===== src/rtl/dbg_pkg.sv =====
// Shared types and constants for the debug monitor.
//   dbg_state_e    : dump FSM states
//   dbg_rec_t      : one dump record {arch, preg, data} at the default widths
//   dbg_trace_t    : one mispredict trace entry {pc, stamp} at the default widths
//   DBG_DUMP_LIST_DEFAULT : default register list (x1, x9, x10, x11, x29)
//   dbg_list_entry : selects a 5-bit entry from a packed dump list
package dbg_pkg;

  localparam int unsigned DBG_ARCH_W = 5;
  localparam int unsigned DBG_PREG_W = 7;
  localparam int unsigned DBG_CNT_W  = 32;

  // Entry 0 sits in bits [4:0] and is dumped first.
  localparam logic [24:0] DBG_DUMP_LIST_DEFAULT = {5'd29, 5'd11, 5'd10, 5'd9, 5'd1};

  typedef enum logic [1:0] {
    ST_IDLE,
    ST_MAP,
    ST_PRF,
    ST_EMIT
  } dbg_state_e;

  typedef struct packed {
    logic [DBG_ARCH_W-1:0] arch;
    logic [DBG_PREG_W-1:0] preg;
    logic [31:0]           data;
  } dbg_rec_t;

  typedef struct packed {
    logic [31:0]          pc;
    logic [DBG_CNT_W-1:0] stamp;
  } dbg_trace_t;

  // list holds up to 32 entries of 5 bits; narrower lists are zero-extended.
  function automatic logic [4:0] dbg_list_entry(input logic [159:0] list,
                                                input logic [4:0]   idx);
    return list[int'(idx)*5 +: 5];
  endfunction

endpackage


===== src/rtl/dbg_trace_fifo.sv =====
// Circular FIFO that drops pushes when full and latches a sticky overflow flag.
//   clk, reset     : clock, asynchronous active-high reset
//   push, push_data: write request and data
//   pop            : read request (ignored when empty)
//   head           : head entry, combinational, 0 when empty
//   empty          : FIFO holds no entries
//   overflow       : a push was dropped since reset
module dbg_trace_fifo
  import dbg_pkg::*;
#(
  parameter int unsigned DEPTH  = 8,
  parameter int unsigned DATA_W = 64
) (
  input  logic              clk,
  input  logic              reset,
  input  logic              push,
  input  logic [DATA_W-1:0] push_data,
  input  logic              pop,
  output logic [DATA_W-1:0] head,
  output logic              empty,
  output logic              overflow
);

  localparam int unsigned AW = $clog2(DEPTH);

  logic [DATA_W-1:0] mem [DEPTH];
  logic [AW:0]       wr_ptr;
  logic [AW:0]       rd_ptr;
  logic              full;
  logic              pop_ok;
  logic              push_ok;

  assign empty   = (wr_ptr == rd_ptr);
  assign full    = (wr_ptr[AW] != rd_ptr[AW]) && (wr_ptr[AW-1:0] == rd_ptr[AW-1:0]);
  assign pop_ok  = pop && !empty;
  // A simultaneous pop frees the slot, so a push into a full FIFO still lands.
  assign push_ok = push && (!full || pop_ok);
  assign head    = empty ? '0 : mem[rd_ptr[AW-1:0]];

  always_ff @(posedge clk or posedge reset) begin
    if (reset) begin
      wr_ptr   <= '0;
      rd_ptr   <= '0;
      overflow <= 1'b0;
    end else begin
      if (push_ok) wr_ptr <= wr_ptr + 1'b1;
      if (pop_ok)  rd_ptr <= rd_ptr + 1'b1;
      if (push && !push_ok) overflow <= 1'b1;
    end
  end

  always_ff @(posedge clk) begin
    if (push_ok) mem[wr_ptr[AW-1:0]] <= push_data;
  end

endmodule


===== src/rtl/dbg_monitor.sv =====
// On-chip debug monitor: saturating commit/mispredict counters, a register
// dump engine that walks DUMP_LIST through the rename map and PRF and streams
// (arch, preg, data) records over valid/ready, and an optional mispredict
// trace FIFO (build with DBG_TRACE_EN defined).
//   clk, reset                 : clock, asynchronous active-high reset
//   mispredict, mispredict_pc  : mispredict strobe and branch PC
//   commit_valid               : one instruction retired
//   dump_req                   : start a dump (ignored while busy)
//   map_raddr / map_rdata      : rename-map read port (combinational)
//   prf_raddr / prf_rdata      : PRF read port (combinational)
//   dump_valid/ready/arch/preg/data/last, dump_busy : record stream
//   commit_cnt, mispredict_cnt : saturating counters
//   trace_rd_en, trace_pc, trace_stamp, trace_empty, trace_overflow :
//                                trace FIFO (DBG_TRACE_EN only)
module dbg_monitor
  import dbg_pkg::*;
#(
  parameter int unsigned                NUM_DUMP    = 5,
  parameter logic [NUM_DUMP*5-1:0]      DUMP_LIST   = DBG_DUMP_LIST_DEFAULT,
  parameter int unsigned                PREG_W      = 7,
  parameter int unsigned                CNT_W       = 32,
  parameter int unsigned                TRACE_DEPTH = 8
) (
  input  logic              clk,
  input  logic              reset,
  input  logic              mispredict,
  input  logic [31:0]       mispredict_pc,
  input  logic              commit_valid,
  input  logic              dump_req,
  output logic [4:0]        map_raddr,
  input  logic [PREG_W-1:0] map_rdata,
  output logic [PREG_W-1:0] prf_raddr,
  input  logic [31:0]       prf_rdata,
  output logic              dump_valid,
  input  logic              dump_ready,
  output logic [4:0]        dump_arch,
  output logic [PREG_W-1:0] dump_preg,
  output logic [31:0]       dump_data,
  output logic              dump_last,
  output logic              dump_busy,
  output logic [CNT_W-1:0]  commit_cnt,
  output logic [CNT_W-1:0]  mispredict_cnt
`ifdef DBG_TRACE_EN
  ,
  input  logic              trace_rd_en,
  output logic [31:0]       trace_pc,
  output logic [CNT_W-1:0]  trace_stamp,
  output logic              trace_empty,
  output logic              trace_overflow
`endif
);

  dbg_state_e state;
  dbg_state_e state_nxt;
  logic [4:0] idx;
  logic       last_idx;
  logic [4:0] list_arch;

  assign last_idx  = (idx == 5'(NUM_DUMP - 1));
  assign list_arch = dbg_list_entry(160'(DUMP_LIST), idx);

  // ---------------- counters ----------------
  always_ff @(posedge clk or posedge reset) begin
    if (reset) begin
      commit_cnt     <= '0;
      mispredict_cnt <= '0;
    end else begin
      if (commit_valid && (commit_cnt != '1))     commit_cnt     <= commit_cnt + 1'b1;
      if (mispredict && (mispredict_cnt != '1))   mispredict_cnt <= mispredict_cnt + 1'b1;
    end
  end

  // ---------------- dump FSM ----------------
  always_ff @(posedge clk or posedge reset) begin
    if (reset) state <= ST_IDLE;
    else       state <= state_nxt;
  end

  always_comb begin
    state_nxt = state;
    case (state)
      ST_IDLE: if (dump_req) state_nxt = ST_MAP;
      ST_MAP:  state_nxt = ST_PRF;
      ST_PRF:  state_nxt = ST_EMIT;
      ST_EMIT: if (dump_ready) state_nxt = last_idx ? ST_IDLE : ST_MAP;
      default: state_nxt = ST_IDLE;
    endcase
  end

  always_comb begin
    map_raddr  = '0;
    prf_raddr  = '0;
    dump_valid = 1'b0;
    dump_last  = 1'b0;
    dump_busy  = (state != ST_IDLE);
    case (state)
      ST_MAP:  map_raddr = list_arch;
      ST_PRF:  prf_raddr = dump_preg;
      ST_EMIT: begin
        dump_valid = 1'b1;
        dump_last  = last_idx;
      end
      default: ;
    endcase
  end

  // Record registers only load in MAP/PRF, so they hold through an EMIT stall.
  always_ff @(posedge clk or posedge reset) begin
    if (reset) begin
      idx       <= '0;
      dump_arch <= '0;
      dump_preg <= '0;
      dump_data <= '0;
    end else begin
      case (state)
        ST_IDLE: if (dump_req) idx <= '0;
        ST_MAP: begin
          dump_arch <= list_arch;
          dump_preg <= map_rdata;
        end
        ST_PRF:  dump_data <= prf_rdata;
        ST_EMIT: if (dump_ready && !last_idx) idx <= idx + 1'b1;
        default: ;
      endcase
    end
  end

`ifdef DBG_TRACE_EN
  // ---------------- mispredict trace ----------------
  logic [CNT_W-1:0]    cycle_cnt;
  logic [32+CNT_W-1:0] trace_head;

  always_ff @(posedge clk or posedge reset) begin
    if (reset) cycle_cnt <= '0;
    else       cycle_cnt <= cycle_cnt + 1'b1;
  end

  dbg_trace_fifo #(
    .DEPTH  (TRACE_DEPTH),
    .DATA_W (32 + CNT_W)
  ) u_trace_fifo (
    .clk       (clk),
    .reset     (reset),
    .push      (mispredict),
    .push_data ({mispredict_pc, cycle_cnt}),
    .pop       (trace_rd_en),
    .head      (trace_head),
    .empty     (trace_empty),
    .overflow  (trace_overflow)
  );

  assign trace_pc    = trace_head[32+CNT_W-1:CNT_W];
  assign trace_stamp = trace_head[CNT_W-1:0];
`else
  logic unused_pc;
  assign unused_pc = ^mispredict_pc;
`endif

endmodule


===== config.mk =====
export PLATFORM = sky130hd
export DESIGN_NAME = dbg_monitor
export DESIGN_NICKNAME = d
export VERILOG_FILES = /design/src/rtl/dbg_pkg.sv /design/src/rtl/dbg_trace_fifo.sv /design/src/rtl/dbg_monitor.sv
export SDC_FILE = /design/constraint.sdc
export NUM_CORES = 1
export LEC_CHECK = 0
export CAP_MARGIN = 10
export CORE_AREA = 2 2 107 109
export CTS_BUF_LIST = sky130_fd_sc_hd__clkbuf_8
export DETAILED_ROUTE_END_ITERATION = 10
export DIE_AREA = 0 0 109 111
export PLACE_DENSITY = 0.94
export SLEW_MARGIN = 5
export SYNTH_ARGS = -nofsm -noshare
export SYNTH_HDL_FRONTEND = slang
export SYNTH_SLANG_ARGS = --single-unit

===== constraint.sdc =====
create_clock -name clk -period 10.4 [get_ports clk]
set_clock_uncertainty 0.15 [all_clocks]
set_input_delay 1.56 -clock clk [delete_from_list [all_inputs] [get_ports clk]]
set_output_delay 1.56 -clock clk [all_outputs]
set_load 0.005 [all_outputs]

==> results by stage <==
Status:
- The run finished with clean final reports.

Logic synthesis:
- The sequential share of the synthesized area is 54.0%.
- In the synthesized netlist the dominant register cell turns out to be dfrtp_1.
- The cell area that synthesis handed to floorplanning was 0.00529 mm^2.
- After synthesis, the share of flip-flops with an asynchronous set or reset is 100%.
- The top cell type by total area after synthesis is dfrtp_1.
- Sorting the synthesized cells by area gives the leading types as dfrtp_1 54%, mux2_2 9.2%, xnor2_1 5.8%, xor2_1 4.3%, nand4_1 3.4%.
- The number of synthesis warnings is 0.
- The number of nets handed over by synthesis was 538.
- Summed over its instances, the top area cell type makes up 54.0% of the synthesized netlist area.
- The most numerous cell in the Yosys netlist is dfrtp_1.
- Counting flops and latches in the post-synthesis netlist gives 114.
- The mean instance size in the synthesized netlist is 11.7 um^2.
- Counting every instance in the synthesized netlist gives 451.
- After synthesis, the most frequently instantiated cells are 114 x dfrtp_1, 43 x mux2_2, 35 x xnor2_1.
- Yosys mapped the design onto 44 distinct sky130hd cell types.
- The number of synthesized flops with an enable pin is 0.

Detailed routing:
- The remaining antenna violation count after routing is 0.
- The first detailed-routing pass took 4 iterations.
- After detailed routing, the number of remaining DRC violations is 0.
- The via count normalized by instance count is 5.35.
- The routed design has 12,500 um of wire.
- Dividing the detail-routed wire length by the instance count gives 16.1 um.
- The number of DRC violations after detailed-routing iteration 0 is 219.
- The detailed-route via count is 4,170.

Global routing:
- The first global-routing pass estimated 20,600 um of wire.
- Across every metal layer, demand over resource in global routing totals 21.7%.
- The number of global-route vias before repair is 4,272.
- The number of antenna violations at the first check in global routing is 0.
- The final global-route overflow total is 0.
- The largest net degree at the start of global routing is 83.

Finish:
- Once layout is done, the placed cells without fillers occupy 0.00745 mm^2.
- The number of fill cells in the layout is 777.
- The post-route netlist has 13.8% of its cells at a drive strength greater than 1.
- The post-layout instance count excluding filler cells is 779.
- At the end of the flow, the number of nets in the layout was 712.
- The area growth from synthesis to layout is 41.0%.
- The number of diodes added for antenna fixing is 0.

Power:
- Sequential cells account for 39.8% of the total power.
- For this design the total switching power over the nets is 0.479 mW.
- The overall power is 1.66 mW.
- The internal portion of the total power is 1.18 mW.
- The leakage component of the power is 3.22 nW.
- Of the total power, the share spent switching nets is 28.8%.
- The power per cell area is 223 mW/mm^2.
- The clock network burns 23.4% of the power.
- The share of total power dissipated in combinational logic is 36.9%.
- The worst-case IR drop observed on VDD is 0.136 mV.

Timing:
- The count of pins over their slew limit was 0.
- The worst pin sits at a relative slew slack of 31.2%.
- The shortest clock period the worst path allows after layout is 4.52 ns.
- The final-report hold violation count was 0.
- For this run, the top clock speed supported by timing is 221 MHz.
- The aggregate negative setup slack is 0 ns.
- Setup violations remaining at the end of the flow were counted as 0.
- Setup repair after global routing left no endpoint under its margin.
- At the pin with the least slew margin, the transition time is 1.03 ns.
- The part of the cycle the worst path needs is 43.5%.

CTS:
- The maximum root-to-sink buffer count is 2.
- Post-CTS repair changed the size of 0 cells.
- The clock latency of the later-clocked register in the worst-skew pair is 0.42 ns.
- The hold buffer count at CTS is 0.
- The number of buffers added by the clock tree synthesis step is 17.
- Clock-pin slew was measured on the worst setup and hold paths at 0.06 ns.
- The H-tree generated during clock tree synthesis spans 4 levels.
- Buffers added to address setup during post-CTS repair amount to 0.
- For this design, the sink count on the clock tree is 114.
- The tree is rooted in a clkbuf_8.
- TritonCTS built the clock tree.

Worst hold path:
- The type of the worst min-delay path is reg2reg.
- The launch point of the worst hold path is dump_arch[1]$_DFFE_PP0P_.

Worst setup path:
- The start-to-end type of the worst setup path is reg2out.
- The largest stage delay on the critical path is 0.58 ns.
- The kind of cell with the highest combined delay on the critical path is buffers and inverters.
- The data arrival time of the critical path is 2.81 ns.
- The data required time of the critical path is 8.69 ns.
- The cell type with the highest occurrence count on the critical path is inv_1.
- The nature of the critical path startpoint is a flip-flop.
- The signal on the critical path passes through inv_1, ha_1, inv_1, or3_1, a211oi_1, clkdlybuf4s50_1.
- Along the worst path, the maximum fanout reaches 8.
- The launch instance of the worst register-to-register path is mispredict_cnt[0]$_DFFE_PP0P_.
- The buffer and inverter count on the worst path is 3.
- The nature of the critical path endpoint is an output port.
- The beginning of the critical path is state[1]$_DFFE_PP0P_.
- Among all stages on the critical path, the largest delay is contributed by clkdlybuf4s50_1.

Floorplan:
- The floorplan step defined a die boundary enclosing 0.0121 mm^2.
- In this run the core area contains 39 standard-cell rows.
- The die extent in x is 109 um.
- The core box area is 0.0111 mm^2.
- 200 I/O pins were placed.
- The initial standard-cell utilization of the core is 47.7%.
- The height of the chip is 111 um.

Place:
- Routability-driven placement finished with a final weighted congestion of 0.888.
- Summing all placed instances gives a cell area of 0.00708 mm^2.
- The cell count after placement is 749.
- Once detailed placement completed, the half-perimeter wirelength came to 9270 um.
- In this run the tool buffered the top-level ports with 167 buffer cells.

Run:
- Across the run, the number of max-cap violations was 0.
==> path summary, 6_finish.rpt <==
| check | endpoint | slack, ns | depth (start not counted) |
|---|---|---|---|
| max | map_raddr[0] | 5.88 | 6 |
| min | dump_arch[1]$_DFFE_PP0P_ | 0.34 | 1 |
| max reg2reg | mispredict_cnt[1]$_DFFE_PP0P_ | 8.05 | 5 |
| min reg2reg | dump_arch[1]$_DFFE_PP0P_ | 0.34 | 1 |
| max in group asynchronous | dump_data[3]$_DFFE_PP0N_ | 7.39 | 3 |
| min in group asynchronous | mispredict_cnt[28]$_DFFE_PP0P_ | 1.34 | 2 |
==> stage by stage <==
step / util (%) / setup WS (ns) / hold WS [ns]
after floorplan: - / 5.67 / 0.327
after global placement: 63.9 / 6.35 / 0.319
after detailed placement: 63.9 / 6.30 / 0.330
after CTS: 67.3 / 5.83 / 0.344
after global routing: 67.3 / 5.65 / 0.358
final: 67.3 / 5.88 / 0.341
==> state kept, by name, indices dropped and copies added, names as in the netlist <==
name / flops
mispredict_cnt: 32
dump_data: 32
idx: 5
commit_cnt: 32
dump_arch: 4
state: 2
dump_preg: 7
==> logic make-up (layout without fill, tap and decap cells) <==
| group | count (synthesis) | after routing | synth area share [%] |
|---|---|---|---|
| simple gates | 166 | 166 | 18.3 |
| flops | 114 | 114 | 54.0 |
| xor+xnor | 61 | 61 | 10.1 |
| mux | 43 | 43 | 9.16 |
| compound gates | 30 | 30 | 3.81 |
| buf+inv | 27 | 212 | 2.30 |
| fa+ha+maj | 10 | 10 | 2.37 |
==> power groups by stage <==
stage	sequential [mW]	combinational [mW]	clock, mW
after global routing	0.678	0.662	0.422
after detailed placement	0.669	0.619	0
after floorplan	0.660	0.275	0
final	0.662	0.613	0.389
after CTS	0.662	0.621	0.399
after global placement	0.656	0.592	0
==> layout by cell type, fill, tap and decap left out, types with 2 or more instances in the layout <==
cell	n
nor4_2	2
or2_2	5
a31oi_1	2
nor4_1	6
nor3_1	11
and3_1	10
xnor2_1	35
buf_4	2
a21oi_1	4
nand2b_1	2
nand3_1	26
and4_1	6
ha_1	10
nand4_1	29
o21ai_0	7
mux2_2	43
a21o_1	4
clkbuf_8	20
nor2_1	18
bufinv_16	2
dfrtp_1	114
nor4_4	2
xor2_1	26
inv_1	16
nor3_2	5
clkinv_2	4
nand2_1	25
clkdlybuf4s50_1	167
o31ai_1	3
or3_1	3
and2_1	13
==> worst reg2reg max path, delay by kind of cell (launching register included) <==
family | cells | cell delay (ns)
mux | 1 | 0.37
simple gates | 2 | 0.65
compound gates | 1 | 0.42
fa+ha+maj | 1 | 0.22
flops | 1 | 0.43
==> layout make-up <==
| cell class | count | area, um^2 | share of cell area [%] |
|---|---|---|---|
| clock inverter | 10 | 95.1 | 1.28 |
| timing repair buffer | 169 | 1690 | 22.6 |
| inverter | 13 | 51.3 | 0.688 |
| clock buffer | 20 | 275 | 3.69 |
| tap | 143 | 179 | 2.40 |
| sequential | 114 | 2850 | 38.3 |
| multi-input combinational | 310 | 2310 | 31.0 |
==> metal layers <==
metal | up-vias | GRT usage (%) | wire length (um)
met2 | 143 | 36.7 | 6590
met3 | 28 | 5.70 | 695
met4 | 0 | 10.3 | 341
met1 | 2051 | 25.3 | 4920
li1 | 1948 | - | -
met5 | - | 0 | 0
Power figures use the tool's default switching activity.
